==> src/rtl/fsm_seq_driver_if.sv <==
// Stimulus/response bundle between a sequence player and its controller.
// Latency: none (wires only).
// Backpressure: none; start and load_en are single-cycle strobes.
//
// Ports (signals in the bundle):
//   load_en, load_addr, load_data : vector memory write port
//   seq_len, start                : playback request
//   a, b                          : stimulus to the FSM under test
//   y0, y1                        : responses of the FSM under test
//   busy, done, pass              : run status
//   err_count, first_err_idx      : run result
//
// slave modport is the player; master modport is whoever controls it
// and also hosts the FSM under test.
interface fsm_seq_driver_if #(
    parameter int AW = 3
);
    logic          load_en;
    logic [AW-1:0] load_addr;
    logic [3:0]    load_data;
    logic [AW:0]   seq_len;
    logic          start;
    logic          a;
    logic          b;
    logic          y0;
    logic          y1;
    logic          busy;
    logic          done;
    logic          pass;
    logic [AW:0]   err_count;
    logic [AW-1:0] first_err_idx;

    modport master (
        output load_en, load_addr, load_data, seq_len, start, y0, y1,
        input  a, b, busy, done, pass, err_count, first_err_idx
    );

    modport slave (
        input  load_en, load_addr, load_data, seq_len, start, y0, y1,
        output a, b, busy, done, pass, err_count, first_err_idx
    );
endinterface

==> src/rtl/fsm_seq_driver.sv <==
// Plays stored {a,b,exp_y0,exp_y1} vectors into an FSM and checks its outputs.
// Latency: start -> first a/b 1 cycle; start -> done len+3 cycles; check 2 cycles after drive.
// Backpressure: none; start/load_en while busy are ignored.
//
// Ports:
//   clk, rst : single clock, synchronous active-high reset
//   bus      : fsm_seq_driver_if.slave (load port, start/seq_len, a/b out,
//              y0/y1 in, busy/done/pass/err_count/first_err_idx out)
// Build option: define FSM_SEQ_STOP_ON_ERR_EN to abort a run on its first mismatch.
module fsm_seq_driver #(
    parameter int DEPTH = 8,
    parameter int AW    = 3
) (
    input  logic            clk,
    input  logic            rst,
    fsm_seq_driver_if.slave bus
);

    typedef enum logic [1:0] {
        IDLE  = 2'd0,
        RUN   = 2'd1,
        DRAIN = 2'd2,
        DONE  = 2'd3
    } state_t;

    localparam logic [AW:0]   DEPTH_W = (AW+1)'(DEPTH);
    localparam logic [AW:0]   ONE_W   = (AW+1)'(1);
    localparam logic [AW-1:0] ONE_A   = AW'(1);

    logic [3:0]    mem [DEPTH];

    state_t        state_q;
    state_t        state_d;

    logic [AW:0]   len_q;
    logic [AW-1:0] idx_q;
    logic [AW-1:0] idx_d;
    logic [AW-1:0] idx_inc;
    logic          drain_q;

    logic          a_q;
    logic          b_q;
    logic          pass_q;
    logic [AW:0]   err_q;
    logic [AW-1:0] first_q;

    // expected-value pipeline: stage 1 matches the a/b register, stage 2
    // lines up with the FSM-under-test response one cycle later
    logic          s1_vld;
    logic [1:0]    s1_exp;
    logic [AW-1:0] s1_idx;
    logic          s2_vld;
    logic [1:0]    s2_exp;
    logic [AW-1:0] s2_idx;

    logic          stim_vld;
    logic [3:0]    stim_vec;
    logic          accept;
    logic [AW:0]   len_clamp;
    logic          last_vec;
    logic          mismatch;
    logic          abort;
    logic [3:0]    first_vec;

    assign accept    = (state_q == IDLE) && bus.start;
    assign len_clamp = (bus.seq_len > DEPTH_W) ? DEPTH_W : bus.seq_len;
    assign last_vec  = ({1'b0, idx_q} == (len_q - ONE_W));
    assign idx_inc   = idx_q + ONE_A;

    // A write to address 0 on the start edge must be seen by vector 0.
    assign first_vec = (bus.load_en && (bus.load_addr == '0)) ? bus.load_data : mem[0];

    assign mismatch = s2_vld && ({bus.y0, bus.y1} != s2_exp) &&
                      ((state_q == RUN) || (state_q == DRAIN));

`ifdef FSM_SEQ_STOP_ON_ERR_EN
    assign abort = mismatch;
`else
    assign abort = 1'b0;
`endif

    // Vector memory: written only while idle, never reset.
    always_ff @(posedge clk) begin
        if (bus.load_en && (state_q == IDLE)) begin
            mem[bus.load_addr] <= bus.load_data;
        end
    end

    // State register
    always_ff @(posedge clk) begin
        if (rst) begin
            state_q <= IDLE;
        end else begin
            state_q <= state_d;
        end
    end

    // Next-state logic
    always_comb begin
        state_d = state_q;
        case (state_q)
            IDLE: begin
                if (bus.start) begin
                    state_d = (len_clamp == '0) ? DONE : RUN;
                end
            end
            RUN: begin
                if (abort) begin
                    state_d = DONE;
                end else if (last_vec) begin
                    state_d = DRAIN;
                end
            end
            DRAIN: begin
                // drain_q marks the second DRAIN cycle
                if (abort || drain_q) begin
                    state_d = DONE;
                end
            end
            DONE:    state_d = IDLE;
            default: state_d = IDLE;
        endcase
    end

    // Output logic: which vector (if any) goes onto a/b after this edge
    always_comb begin
        stim_vld = 1'b0;
        stim_vec = '0;
        idx_d    = idx_q;
        case (state_q)
            IDLE: begin
                if (bus.start && (len_clamp != '0)) begin
                    stim_vld = 1'b1;
                    stim_vec = first_vec;
                    idx_d    = '0;
                end
            end
            RUN: begin
                if (!last_vec && !abort) begin
                    stim_vld = 1'b1;
                    stim_vec = mem[idx_inc];
                    idx_d    = idx_inc;
                end
            end
            default: begin
                stim_vld = 1'b0;
            end
        endcase
    end

    // Datapath registers
    always_ff @(posedge clk) begin
        if (rst) begin
            a_q     <= 1'b0;
            b_q     <= 1'b0;
            len_q   <= '0;
            idx_q   <= '0;
            drain_q <= 1'b0;
            pass_q  <= 1'b0;
            err_q   <= '0;
            first_q <= '0;
            s1_vld  <= 1'b0;
            s1_exp  <= '0;
            s1_idx  <= '0;
            s2_vld  <= 1'b0;
            s2_exp  <= '0;
            s2_idx  <= '0;
        end else begin
            a_q     <= stim_vld & stim_vec[3];
            b_q     <= stim_vld & stim_vec[2];
            idx_q   <= idx_d;
            drain_q <= (state_q == DRAIN);

            s1_vld  <= stim_vld;
            s1_exp  <= stim_vec[1:0];
            s1_idx  <= idx_d;
            s2_vld  <= s1_vld;
            s2_exp  <= s1_exp;
            s2_idx  <= s1_idx;

            // an aborted run must not keep scoring in-flight vectors
            if (abort) begin
                s1_vld <= 1'b0;
                s2_vld <= 1'b0;
            end

            if (accept) begin
                len_q   <= len_clamp;
                err_q   <= '0;
                first_q <= '0;
            end else if (mismatch) begin
                err_q <= err_q + ONE_W;
                if (err_q == '0) begin
                    first_q <= s2_idx;
                end
            end

            // an empty run passes; otherwise include a mismatch landing on the DONE edge
            if (accept) begin
                pass_q <= (len_clamp == '0);
            end else if (state_d == DONE) begin
                pass_q <= (err_q == '0) && !mismatch;
            end
        end
    end

    assign bus.a             = a_q;
    assign bus.b             = b_q;
    assign bus.busy          = (state_q == RUN) || (state_q == DRAIN);
    assign bus.done          = (state_q == DONE);
    assign bus.pass          = pass_q;
    assign bus.err_count     = err_q;
    assign bus.first_err_idx = first_q;

endmodule

==> src/flat_wrapper.sv <==
// flat-port wrapper written by rule: the top's interface ports become plain ports
module fsm_seq_driver_flat 
#(
    parameter int DEPTH = 8,
    parameter int AW    = 3
)
  (clk, rst, bus_load_en, bus_load_addr, bus_load_data, bus_seq_len, bus_start, bus_y0, bus_y1, bus_a, bus_b, bus_busy, bus_done, bus_pass, bus_err_count, bus_first_err_idx);
  fsm_seq_driver_if #(.AW(AW)) bus_i ();
  input  logic clk;
  input  logic rst;
  input wire logic [$bits(bus_i.load_en)-1:0] bus_load_en;
  input wire logic [$bits(bus_i.load_addr)-1:0] bus_load_addr;
  input wire logic [$bits(bus_i.load_data)-1:0] bus_load_data;
  input wire logic [$bits(bus_i.seq_len)-1:0] bus_seq_len;
  input wire logic [$bits(bus_i.start)-1:0] bus_start;
  input wire logic [$bits(bus_i.y0)-1:0] bus_y0;
  input wire logic [$bits(bus_i.y1)-1:0] bus_y1;
  output wire logic [$bits(bus_i.a)-1:0] bus_a;
  output wire logic [$bits(bus_i.b)-1:0] bus_b;
  output wire logic [$bits(bus_i.busy)-1:0] bus_busy;
  output wire logic [$bits(bus_i.done)-1:0] bus_done;
  output wire logic [$bits(bus_i.pass)-1:0] bus_pass;
  output wire logic [$bits(bus_i.err_count)-1:0] bus_err_count;
  output wire logic [$bits(bus_i.first_err_idx)-1:0] bus_first_err_idx;
  assign bus_i.load_en = bus_load_en;
  assign bus_i.load_addr = bus_load_addr;
  assign bus_i.load_data = bus_load_data;
  assign bus_i.seq_len = bus_seq_len;
  assign bus_i.start = bus_start;
  assign bus_i.y0 = bus_y0;
  assign bus_i.y1 = bus_y1;
  assign bus_a = bus_i.a;
  assign bus_b = bus_i.b;
  assign bus_busy = bus_i.busy;
  assign bus_done = bus_i.done;
  assign bus_pass = bus_i.pass;
  assign bus_err_count = bus_i.err_count;
  assign bus_first_err_idx = bus_i.first_err_idx;
  fsm_seq_driver #(.DEPTH(DEPTH), .AW(AW)) u_core (.clk(clk), .rst(rst), .bus(bus_i));
endmodule
==> config.mk <==
export PLATFORM = sky130hd
export DESIGN_NAME = fsm_seq_driver_flat
export DESIGN_NICKNAME = d
export VERILOG_FILES = /design/src/rtl/fsm_seq_driver_if.sv /design/src/rtl/fsm_seq_driver.sv /design/src/flat_wrapper.sv
export SDC_FILE = /design/constraint.sdc
export NUM_CORES = 1
export LEC_CHECK = 0
export ABC_AREA = 1
export CAP_MARGIN = 20
export CORE_MARGIN = 10
export CORE_UTILIZATION = 35
export DETAILED_ROUTE_END_ITERATION = 8
export SYNTH_ARGS = -nofsm -noshare
export SYNTH_HDL_FRONTEND = slang
export SYNTH_SLANG_ARGS = --single-unit
export TNS_END_PERCENT = 50
==> constraint.sdc <==
create_clock -name clk -period 4.3 [get_ports clk]
set_input_delay 0.86 -clock clk [delete_from_list [all_inputs] [get_ports clk]]
set_output_delay 0.86 -clock clk [all_outputs]
set_load 0.005 [all_outputs]
**Word level (Yosys, flattened, before mapping)**

Memory sizes are Yosys's and may differ from the RTL's.
Cells that the tools add are included.

- ROM bits: 0
- Latch bits: 0
- Input bits: 17
- Bits in writable memories: 32
- Memories kept: 1
- Output and inout bits: 12
- Register bits: 29
- Logic and storage cells: 68

- $add $sub $neg: 3
- $mul: 0
- Eq/ne operators: 8
- Divide/modulo/power cells: 0
- Muxes and demuxes: 20
- Reduce and logical (&&, ||, !) cells: 19
- Shift operators: 0
- Bitwise logic cells: 2
- $lt $le $gt $ge: 1

Memory list:

| memory | depth | bits a word | rd ports | clocked after memory_dff | write ports | line | source |
|---|---|---|---|---|---|---|---|
| u_core.mem | 8 | 4 | 2 | 0 | 1 | fsm_seq_driver.sv:30 | `logic [3:0] mem [DEPTH];` |

Operator list:

| cell | count |
|---|---|
| 4-bit two-way mux | 4 |
| 4-bit zero test | 2 |
| 2-bit two-way mux | 4 |
| 2-bit one-hot mux with 4 select lines | 1 |
| 4-bit one-hot mux with 2 select lines | 1 |
| 1-bit logical AND | 7 |
| 2-bit equality test, second input constant | 3 |
| 1-bit two-way mux | 6 |
| 3-bit two-way mux | 2 |
| 3-bit one-hot mux with 2 select lines | 1 |
| 4-bit by 1-bit adder with 4-bit output, second input constant | 1 |
| 3-bit by 4-bit equality test with 1-bit output | 1 |
| 4-bit greater-than comparator, second input constant | 1 |
| 2-bit inequality test, second input constant | 2 |
| 2-bit nonzero test | 2 |
| 4-bit nonzero test | 1 |
| 4-bit by 1-bit subtractor with 4-bit output, second input constant | 1 |
| 3-bit by 1-bit adder with 3-bit output, second input constant | 1 |
| 3-bit zero test | 1 |
| 3-bit AND reduction | 1 |
| 1-bit AND | 2 |
| 2-bit by 1-bit equality test with 1-bit output, second input constant | 1 |
| 2-bit zero test | 1 |
| 2-bit inequality test | 1 |
| other kinds (5) | 5 |

**Depth between registers and ports, before layout**

Gate-level depths: netlist of the first run.

- Depth after elaboration: 9
- Mapped depth: 15
- Depth with buffers taken out: 15

**Least setup slack after synthesis of the first run**

No wires, ideal clock.

- Kind: in2reg
- Start point: input bus_load_addr[1]
- End point: register u_core.a_q (netlist: u_core.bus.a)
- Library setup time: 0.128 ns
- Data required time: 4.172 ns
- Arrival time: 1.610 ns
- Setup slack: 2.563 ns
- Buffers on the path: 0
- Cell stages on the path: 5
- Cell sequence: nor2_1 -> nand3_1 -> mux2_2 -> a22oi_1 -> nor2_1

- Longest elaborated chain between the ends: 6

Ends and longest elaborated chain:

| element | line | source |
|---|---|---|
| from (decl) | flat_wrapper.sv:12 | `input wire logic [$bits(bus_i.load_addr)-1:0] bus_load_addr;` |
| 3-bit zero test | fsm_seq_driver.sv:71 | `assign first_vec = (bus.load_en && (bus.load_addr == '0)) ? bus.load_data : mem[0];` |
| 1-bit logical AND | fsm_seq_driver.sv:71 |  |
| 4-bit two-way mux | fsm_seq_driver.sv:71 |  |
| 4-bit two-way mux | fsm_seq_driver.sv:132 | `if (bus.start && (len_clamp != '0)) begin` |
| 4-bit one-hot mux with 2 select lines | fsm_seq_driver.sv:130 | `case (state_q)` |
| 1-bit AND | fsm_seq_driver.sv:169 | `a_q <= stim_vld & stim_vec[3];` |
| to (signal assigned) | fsm_seq_driver.sv:169 |  |
| to (decl) | fsm_seq_driver.sv:41 | `logic a_q;` |

No other way between the ends.
A chain may end at the register's enable or synchronous reset.

**Worst setup path after layout of the first run**

- Start point: register u_core.state_q[1]
- End point: output bus_busy

- Longest elaborated chain between the ends: 2
- Elaborated cells between the ends (all ways): 3
- Those cells by class: eq/ne (2); reduce/logical (1)

Ends and longest elaborated chain:

| element | line | source |
|---|---|---|
| from (decl) | fsm_seq_driver.sv:32 | `state_t state_q;` |
| from (signal assigned) | fsm_seq_driver.sv:94 | `state_q <= state_d;` |
| 2-bit by 1-bit equality test with 1-bit output / 2-bit equality test (equally long branches) | fsm_seq_driver.sv:209 | `assign bus.busy = (state_q == RUN) \|\| (state_q == DRAIN);` |
| 1-bit logical OR (*) | fsm_seq_driver.sv:209 |  |
| to (decl) | flat_wrapper.sv:20 | `output wire logic [$bits(bus_i.busy)-1:0] bus_busy;` |

Every way passes the cells marked *; elsewhere a longest branch is shown, timed or not.

==> metrics.txt, run 1 <==
run status finished clean; post-synthesis async set-or-reset flop share 0; reg-to-reg startpoint u_core.idx_q[0]; Slew @ Worst Pin 704 ps; initial antenna violation count 0; CTS max path bufs 2; most common cell in the synthesized netlist nand2_1; max-slew violation count 0; Peak Freq 393 MHz; TritonCTS clock tree yes; Seq cells post-synth 61; distinct cell type count after synthesis 33; worst r2r path cells 6; cts bufs inserted 9; Slew HR 0.530; met2 usage 0.158; clock latency on the worst-skew pair 340 ps; Routed WL per cell 13.2 um; main area contributors after synthesis edfxtp_1 (35%), dfxtp_1 (21%), nand2_1 (9.5%); period utilization 0.592; crit path max fanout 5; sequential power share 0.492; worst setup margin 1750 ps; Pint 979 uW; Min-Delay Endpoint u_core.s2_vld; number of port buffers 28; Initial DRC Count 104; met3 Usage GRT 0.0410; Total Nets Final 344; Final Non-Filler Cells 426; Hold WC Path Type flop to flop; I/O Pins 29; P_sw 347 uW; Die H 108 um; hold path cells 2; GR Overflow Total 0; Antenna Nets Post-Route 0; Layout Utilization 0.426; Leak Pwr 1.25 nW; Mapped Area 2740 um^2; via/cell ratio 4.71; pre-CTS WS 1580 ps; post-route setup TNS 0 ps; crit-path max cell delay 510 ps; number of diodes 0; YS warnings 0; vias in the first global route 2,002; PwrDens 405 nW/um^2; vias 2,006; reg2reg end u_core.s1_exp[0]; combinational power share 0.146; final hold violations 0; Worst setup EP type primary output; # clock sinks 61; number of synthesized flops with an enable pin 32; VDD IR-drop max 0.199 mV; first-pass GRT wire length 9490 um; crit path DAT 1690 ps; switching share of power 0.262; Setup Fix Bufs, Post-CTS 0; CTS root buf clkbuf_8; starting density of the core 0.356; Synth-to-Final Area Change 19.5%; Finish-stage setup viols 0; CP top delay family buffers and inverters; largest net degree at the start of global routing 21; GRT Overall Usage 0.101; Post-route DRC 0; synthesized area per cell 9.48 um^2; # H-tree levels 3; Req. time, crit path 3440 ps; CP Class flop to primary output; DIE AREA 11,800 um^2; row count 32; gpl congestion 0.762; drt total wl 5630 um; DP HPWL 4010 um; Syn Inst Count 289; chain of cells forming the critical path inv_1, ha_1, clkdlybuf4s50_1; startpoint types flop; part of the power in the clock network 0.362; core box area 7690 um^2; share of layout cells above drive strength 1 0.102; DIE WIDTH 108 um; CP bufs+invs 2; drt pass-1 iters 6; Yosys top cell by area edfxtp_1; r2r setup slk 2120 ps; Synthesized Nets 314; GR Util met1 0.125; top-area cell type share of the netlist area 0.351; RSZ-0062 raised after global routing false; hold path start u_core.s1_vld; global route hottest layer met2; Worst path slowest cell clkdlybuf4s50_1; Clock Skew 6.00 ps; most frequent cells after synthesis nand2_1 (69), edfxtp_1 (32), nor2_1 (31), dfxtp_1 (29), inv_1 (26); ys flop type edfxtp_1; sequential area share after synthesis 0.563; fin crit period 2550 ps; Reg clk slew, reported paths 70 ps; Hold-fix buffers, CTS 0; post_cts resized 0; # placed instances 410; Max-Cap Viols 0
layout make-up:
cell class,instances,area (um^2)
well taps,102,128
repair buffers,28,280
multi-input cells,190,1030
fillers,773,4410
inverters,29,111
clock buffers,11,131
clock inverters,5,51.3
flip-flops and latches,61,1540
layout by cell type, fill, tap and decap left out, drive strengths merged, types with 6 or more instances in the layout:
master	n
a21oi	24
ha	8
dfxtp	29
nand3	15
clkdlybuf4s50	28
edfxtp	32
inv	28
nor2	33
nand2	76
o21ai	6
clkbuf	11
a32o	8
worst reg2reg max path, cell delays in order, from the launching register on:
cell	delay, ps
dfxtp_1	770
ha_1	550
a21oi_1	250
a32o_1	180
a21oi_1	70
a22oi_1	160
nor2_1	50
worst max path at each step:
stage,startpoint,end,cells after the start
6_report,u_core.state_q[1],bus_busy,3
2_1_floorplan,bus_load_addr[1],u_core.bus.a,5
3_3_place_gp,rst,u_core.len_q[1],4
4_1_cts,u_core.state_q[1],bus_busy,3
3_5_place_dp,rst,u_core.len_q[2],4
5_1_grt,u_core.state_q[1],bus_busy,3
cells by family after synthesis:
family                     synth area share
buffers and inverters                0.0607
DFF                                   0.563
muxes                                0.0164
adders and majority gates            0.0365
xor gates and xnor gates             0.0128
and+or+nand+nor                       0.204
AOI/OAI and AO/OA                     0.107
through the flow:
step	total power, mW	hold slack (ps)	area, um^2
after floorplan	0.801	388	2740
after global placement	0.858	393	3090
after detailed placement	0.857	398	3090
after CTS	1.34	407	3280
after global routing	1.39	426	3280
final	1.33	405	3280
power groups by stage:
| stage | registers [mW] | logic (mW) | clock network (mW) |
|---|---|---|---|
| after CTS | 0.652 | 0.196 | 0.492 |
| after detailed placement | 0.664 | 0.193 | 0 |
| after global placement | 0.664 | 0.193 | 0 |
| after global routing | 0.654 | 0.221 | 0.520 |
| after floorplan | 0.655 | 0.146 | 0 |
| final | 0.652 | 0.194 | 0.480 |
per-layer routing:
layer / vias to the layer above / share of wire
li1: 1027 / -
met1: 921 / 0.47
met2: 49 / 0.45
met3: 9 / 0.066
met4: 0 / 0.012
met5: - / 0
state kept, by name, summed over array words and instances (netlist names):
name and count:
u_core.s1_exp 2, u_core.s2_idx 3, u_core.len_q 4, u_core.drain_q 1, u_core.mem 32, u_core.bus.err_count 4, u_core.s2_exp 2, u_core.s1_vld 1
u_core.bus.a 1, u_core.idx_q 3, u_core.bus.b 1, u_core.bus.pass 1, u_core.s2_vld 1, u_core.bus.first_err_idx 3, u_core.state_q 2
(Power assumes the default switching activity.)
==> run 2: changes to the inputs <==
==> constraint.sdc (replaced) <==
create_clock -name clk -period 2.3 [get_ports clk]
set_input_delay 0.46 -clock clk [delete_from_list [all_inputs] [get_ports clk]]
set_output_delay 0.46 -clock clk [all_outputs]
set_load 0.005 [all_outputs]
==> run 2 against run 1 <==
Effect of this change: routed wire length is 0.99% higher; clock power up 86%; cell area up 1.1%; largest cell class unchanged; critical path depth unchanged; cell count increased by 1.2%; critical endpoint unchanged; sequential share of layout area decreased by 0.53 points; critical path type unchanged; non-clock buffer count increased by 5; highest routed layer unchanged; flip-flop and latch count stayed put.
==> metrics.txt, run 2 (same netlist as run 1, synthesis figures left out) <==
max FFs per register 32; CTS root buf clkbuf_8; run status finished clean; core box area 7690 um^2; cts bufs inserted 9; post_cts resized 0; number of port buffers 28; share of layout cells above drive strength 1 0.116; GR Overflow Total 0; Hold-fix buffers, CTS 0; max-slew violation count 0; first-pass GRT wire length 9460 um; DP HPWL 4130 um; Biggest register u_core.mem; Slew @ Worst Pin 521 ps; DIE AREA 11,800 um^2; Register Area 1540 um^2; drt pass-1 iters 4; RSZ-0062 raised after global routing false; Synth-to-Final Area Change 20.9%; VDD IR-drop max 0.422 mV; gpl congestion 0.767; Req. time, crit path 1840 ps; Die H 108 um; # clock sinks 61; number of diodes 0; chain of cells forming the critical path inv_1, ha_1, clkdlybuf4s50_1; Layout Utilization 0.431; Reg clk slew, reported paths 60 ps; met2 usage 0.156; Final Non-Filler Cells 431; crit-path max cell delay 510 ps; final hold violations 0; initial antenna violation count 0; global route hottest layer met2; Clock Skew 3.86 ps; commonest non-fill, non-tap cell in the layout nand2_1; Worst setup EP type primary output; Slew HR 0.653; crit path max fanout 5; commonest cells after routing, fill and taps aside nand2_1 (69), edfxtp_1 (32), nor2_1 (31); clock latency on the worst-skew pair 340 ps; CP Class flop to primary output; # H-tree levels 3; Antenna Nets Post-Route 0; Setup Fix Bufs, Post-CTS 0; largest net degree at the start of global routing 21; pre-CTS WS 367 ps; CTS max path bufs 2; FILL cells 774; post-route setup TNS 0 ps; PwrDens 750 nW/um^2; Max-Cap Viols 0; TritonCTS clock tree yes; Total Nets Final 349; vias in the first global route 2,010; GR Util met1 0.124; starting density of the core 0.356; I/O Pins 29; Initial DRC Count 81; # placed instances 415; GRT Overall Usage 0.102; period utilization 0.921; startpoint types flop; Finish-stage setup viols 0; row count 32; Peak Freq 472 MHz; via/cell ratio 4.71; Hold WC Path Type flop to flop; fin crit period 2120 ps; crit path DAT 1660 ps; Worst path slowest cell clkdlybuf4s50_1; Post-route DRC 0; DIE WIDTH 108 um; Leak Pwr 1.27 nW; drt total wl 5690 um; vias 2,031; met3 Usage GRT 0.0446; area of the multi-input gates 1030 um^2; worst setup margin 182 ps; Routed WL per cell 13.2 um
-- run 2: cell types whose count changed in the layout (fill, tap and decap cells not counted), sizes merged --
| cell | delta |
|---|---|
| buf | +5 |
-- run 2: routing by layer --
layer / routed length (um) / share of wire
met1: 2700 / 0.47
met4: 71 / 0.012
met3: 334 / 0.059
met5: 0 / 0
met2: 2590 / 0.45
-- run 2: worst paths after layout --
kind                                         from         endpoint  slack, ps  cells after the start
worst max-delay path            u_core.state_q[1]         bus_busy        180                      3
worst min-delay path                u_core.s1_vld    u_core.s2_vld        410                      2
worst max register to register    u_core.len_q[0]  u_core.bus.pass        540                     15
worst min register to register      u_core.s1_vld    u_core.s2_vld        410                      2
-- run 2: final cells by class --
cell class	count	area share
clock buffer	11	0.0397
clock inverter	5	0.0155
inverter	29	0.0336
multi-input combinational	190	0.312
sequential	61	0.465
tap	102	0.0385
timing repair buffer	33	0.0959
-- run 2: where the power goes --
group          leakage, nW  switching, mW  internal [mW]  total [mW]
registers            0.526         0.0209           1.19        1.21
logic                0.655          0.224          0.160       0.384
clock network       0.0907          0.400          0.493       0.894
total                 1.27          0.645           1.84        2.48
-- run 2: stage by stage --
stage | hold WS (ps) | power (mW) | area, um^2
after floorplan | 388 | 1.50 | 2740
after global placement | 391 | 1.61 | 3130
after detailed placement | 397 | 1.61 | 3130
after CTS | 413 | 2.51 | 3310
after global routing | 424 | 2.61 | 3310
final | 410 | 2.48 | 3310
-- run 2: worst max-delay path, delay by kind of cell (launching register included) --
| family | cells | cell delay [ps] |
|---|---|---|
| buf+inv | 2 | 600 |
| flops | 1 | 410 |
| fa+ha+maj | 1 | 320 |
==> run 3: changes to the inputs <==
--- a/config.mk
+++ b/config.mk
@@ -7,9 +7,10 @@
 export LEC_CHECK = 0
 export ABC_AREA = 1
 export CAP_MARGIN = 20
-export CORE_MARGIN = 10
+export CORE_MARGIN = 4
 export CORE_UTILIZATION = 35
 export DETAILED_ROUTE_END_ITERATION = 8
+export DONT_BUFFER_PORTS = 1
 export SYNTH_ARGS = -nofsm -noshare
 export SYNTH_HDL_FRONTEND = slang
 export SYNTH_SLANG_ARGS = --single-unit
==> run 3 against run 2 <==
Effect of this change: non-clock buffer count is 32 lower; sequential share of layout area is 5.4 points higher; clock skew is 3.3 ps higher; critical path depth is 3 higher; flip-flop and latch count stayed put; clock power is 16% lower; via count is 4.1% lower; clock-buffer cell count stayed put; first-iteration DRC count is 1.2% lower; worst hold slack worse by 220 ps; critical path type is now flop to flop; critical endpoint is now u_core.mem[5][0]; largest cell class unchanged; largest power group unchanged.
==> metrics.txt, run 3 (same netlist as run 1, synthesis figures left out) <==
Req. time, crit path 2280 ps; Routed WL per cell 14.1 um; period utilization 0.781; Initial DRC Count 80; startpoint types flop; Setup Fix Bufs, Post-CTS 0; crit path max fanout 8; DIE AREA 9310 um^2; chain of cells forming the critical path inv_1, ha_1, nand2_1, inv_1, nand2_1, nor2_1; vias in the first global route 1,922; GRT Overall Usage 0.134; Post-route DRC 0; Layout Utilization 0.386; starting density of the core 0.356; crit-path max cell delay 370 ps; number of port buffers 0; VDD IR-drop max 0.431 mV; Antenna Nets Post-Route 0; Clock Skew 7.17 ps; Reg clk slew, reported paths 70 ps; Finish-stage setup viols 0; Final Non-Filler Cells 398; commonest cells after routing, fill and taps aside nand2_1 (69), edfxtp_1 (32), nor2_1 (31); PwrDens 768 nW/um^2; share of layout cells above drive strength 1 0.105; Leak Pwr 1.13 nW; # H-tree levels 3; fin area 2970 um^2; gpl congestion 0.767; TritonCTS clock tree yes; Worst path slowest cell ha_1; Peak Freq 557 MHz; largest net degree at the start of global routing 21; number of diodes 0; Total Nets Final 317; vias 1,947; clock latency on the worst-skew pair 340 ps; CTS root buf clkbuf_8; run status finished clean; max FFs per register 32; Synth-to-Final Area Change 8.31%; drt pass-1 iters 4; Biggest register u_core.mem; fin crit period 1800 ps; Placed Area 2820 um^2; row count 32; Max-Cap Viols 0; # placed instances 383; crit path DAT 1780 ps; Hold WC Path Type primary input to flop; DP HPWL 3970 um; Worst setup EP type flop; post-route setup TNS 0 ps; Die H 96.5 um; commonest non-fill, non-tap cell in the layout nand2_1; # clock sinks 61; post_cts resized 0; final hold violations 0; drt total wl 5600 um; RSZ-0062 raised after global routing false; cts bufs inserted 9; Slew HR 0.630; via/cell ratio 4.89; CP Class flop to flop; CTS max path bufs 2; Hold-fix buffers, CTS 0; DIE WIDTH 96.5 um; I/O Pins 29; first-pass GRT wire length 9180 um; core box area 7690 um^2; max-slew violation count 0; GR Overflow Total 0; initial antenna violation count 0; Slew @ Worst Pin 555 ps
## run 3: final cells by class
| cell class | count | area [um^2] |
|---|---|---|
| Clock buffer | 11 | 131 |
| Clock inverter | 4 | 16.3 |
| Fill cell | 799 | 4720 |
| Inverter | 29 | 111 |
| Multi-Input combinational cell | 190 | 1030 |
| Sequential cell | 61 | 1540 |
| Tap cell | 102 | 128 |
| Timing Repair Buffer | 1 | 7.51 |
## run 3: worst max-delay path: cells and delay by family (launching register included)
family | cells | cell delay (ps)
fa+ha+maj | 1 | 370
buf+inv | 2 | 200
simple gates | 3 | 550
flops | 1 | 330
## run 3: path summary, 6_finish.rpt
path | endpoint | cells past startpoint | slack (ps) | start
max | u_core.mem[5][0] | 6 | 500 | u_core.state_q[0]
min | u_core.s2_idx[0] | 1 | 190 | rst
min reg2reg | u_core.s2_exp[1] | 2 | 400 | u_core.s1_exp[1]
max reg2reg | u_core.mem[5][0] | 6 | 500 | u_core.state_q[0]
## run 3: layer usage
layer / GRT usage / share of wire / wire length, um / up-vias
met5: 0 / 0 / 0 / -
met4: 0.0456 / 0.013 / 71 / 0
met3: 0.0666 / 0.069 / 387 / 9
met2: 0.197 / 0.44 / 2470 / 49
met1: 0.170 / 0.48 / 2670 / 917
li1: - / - / - / 972
## run 3: per-stage QoR
step	setup slack, ps	hold slack (ps)	power, mW
floorplan	722	388	1.50
global placement	597	395	1.55
detailed placement	504	395	1.55
CTS	499	171	2.31
global route	385	157	2.40
finish	504	188	2.28
## run 3: power breakdown
group | total, mW | internal (mW) | leakage, nW | switching [mW]
clock | 0.752 | 0.372 | 0.0757 | 0.380
combinational | 0.323 | 0.114 | 0.532 | 0.209
sequential | 1.20 | 1.19 | 0.526 | 0.0184
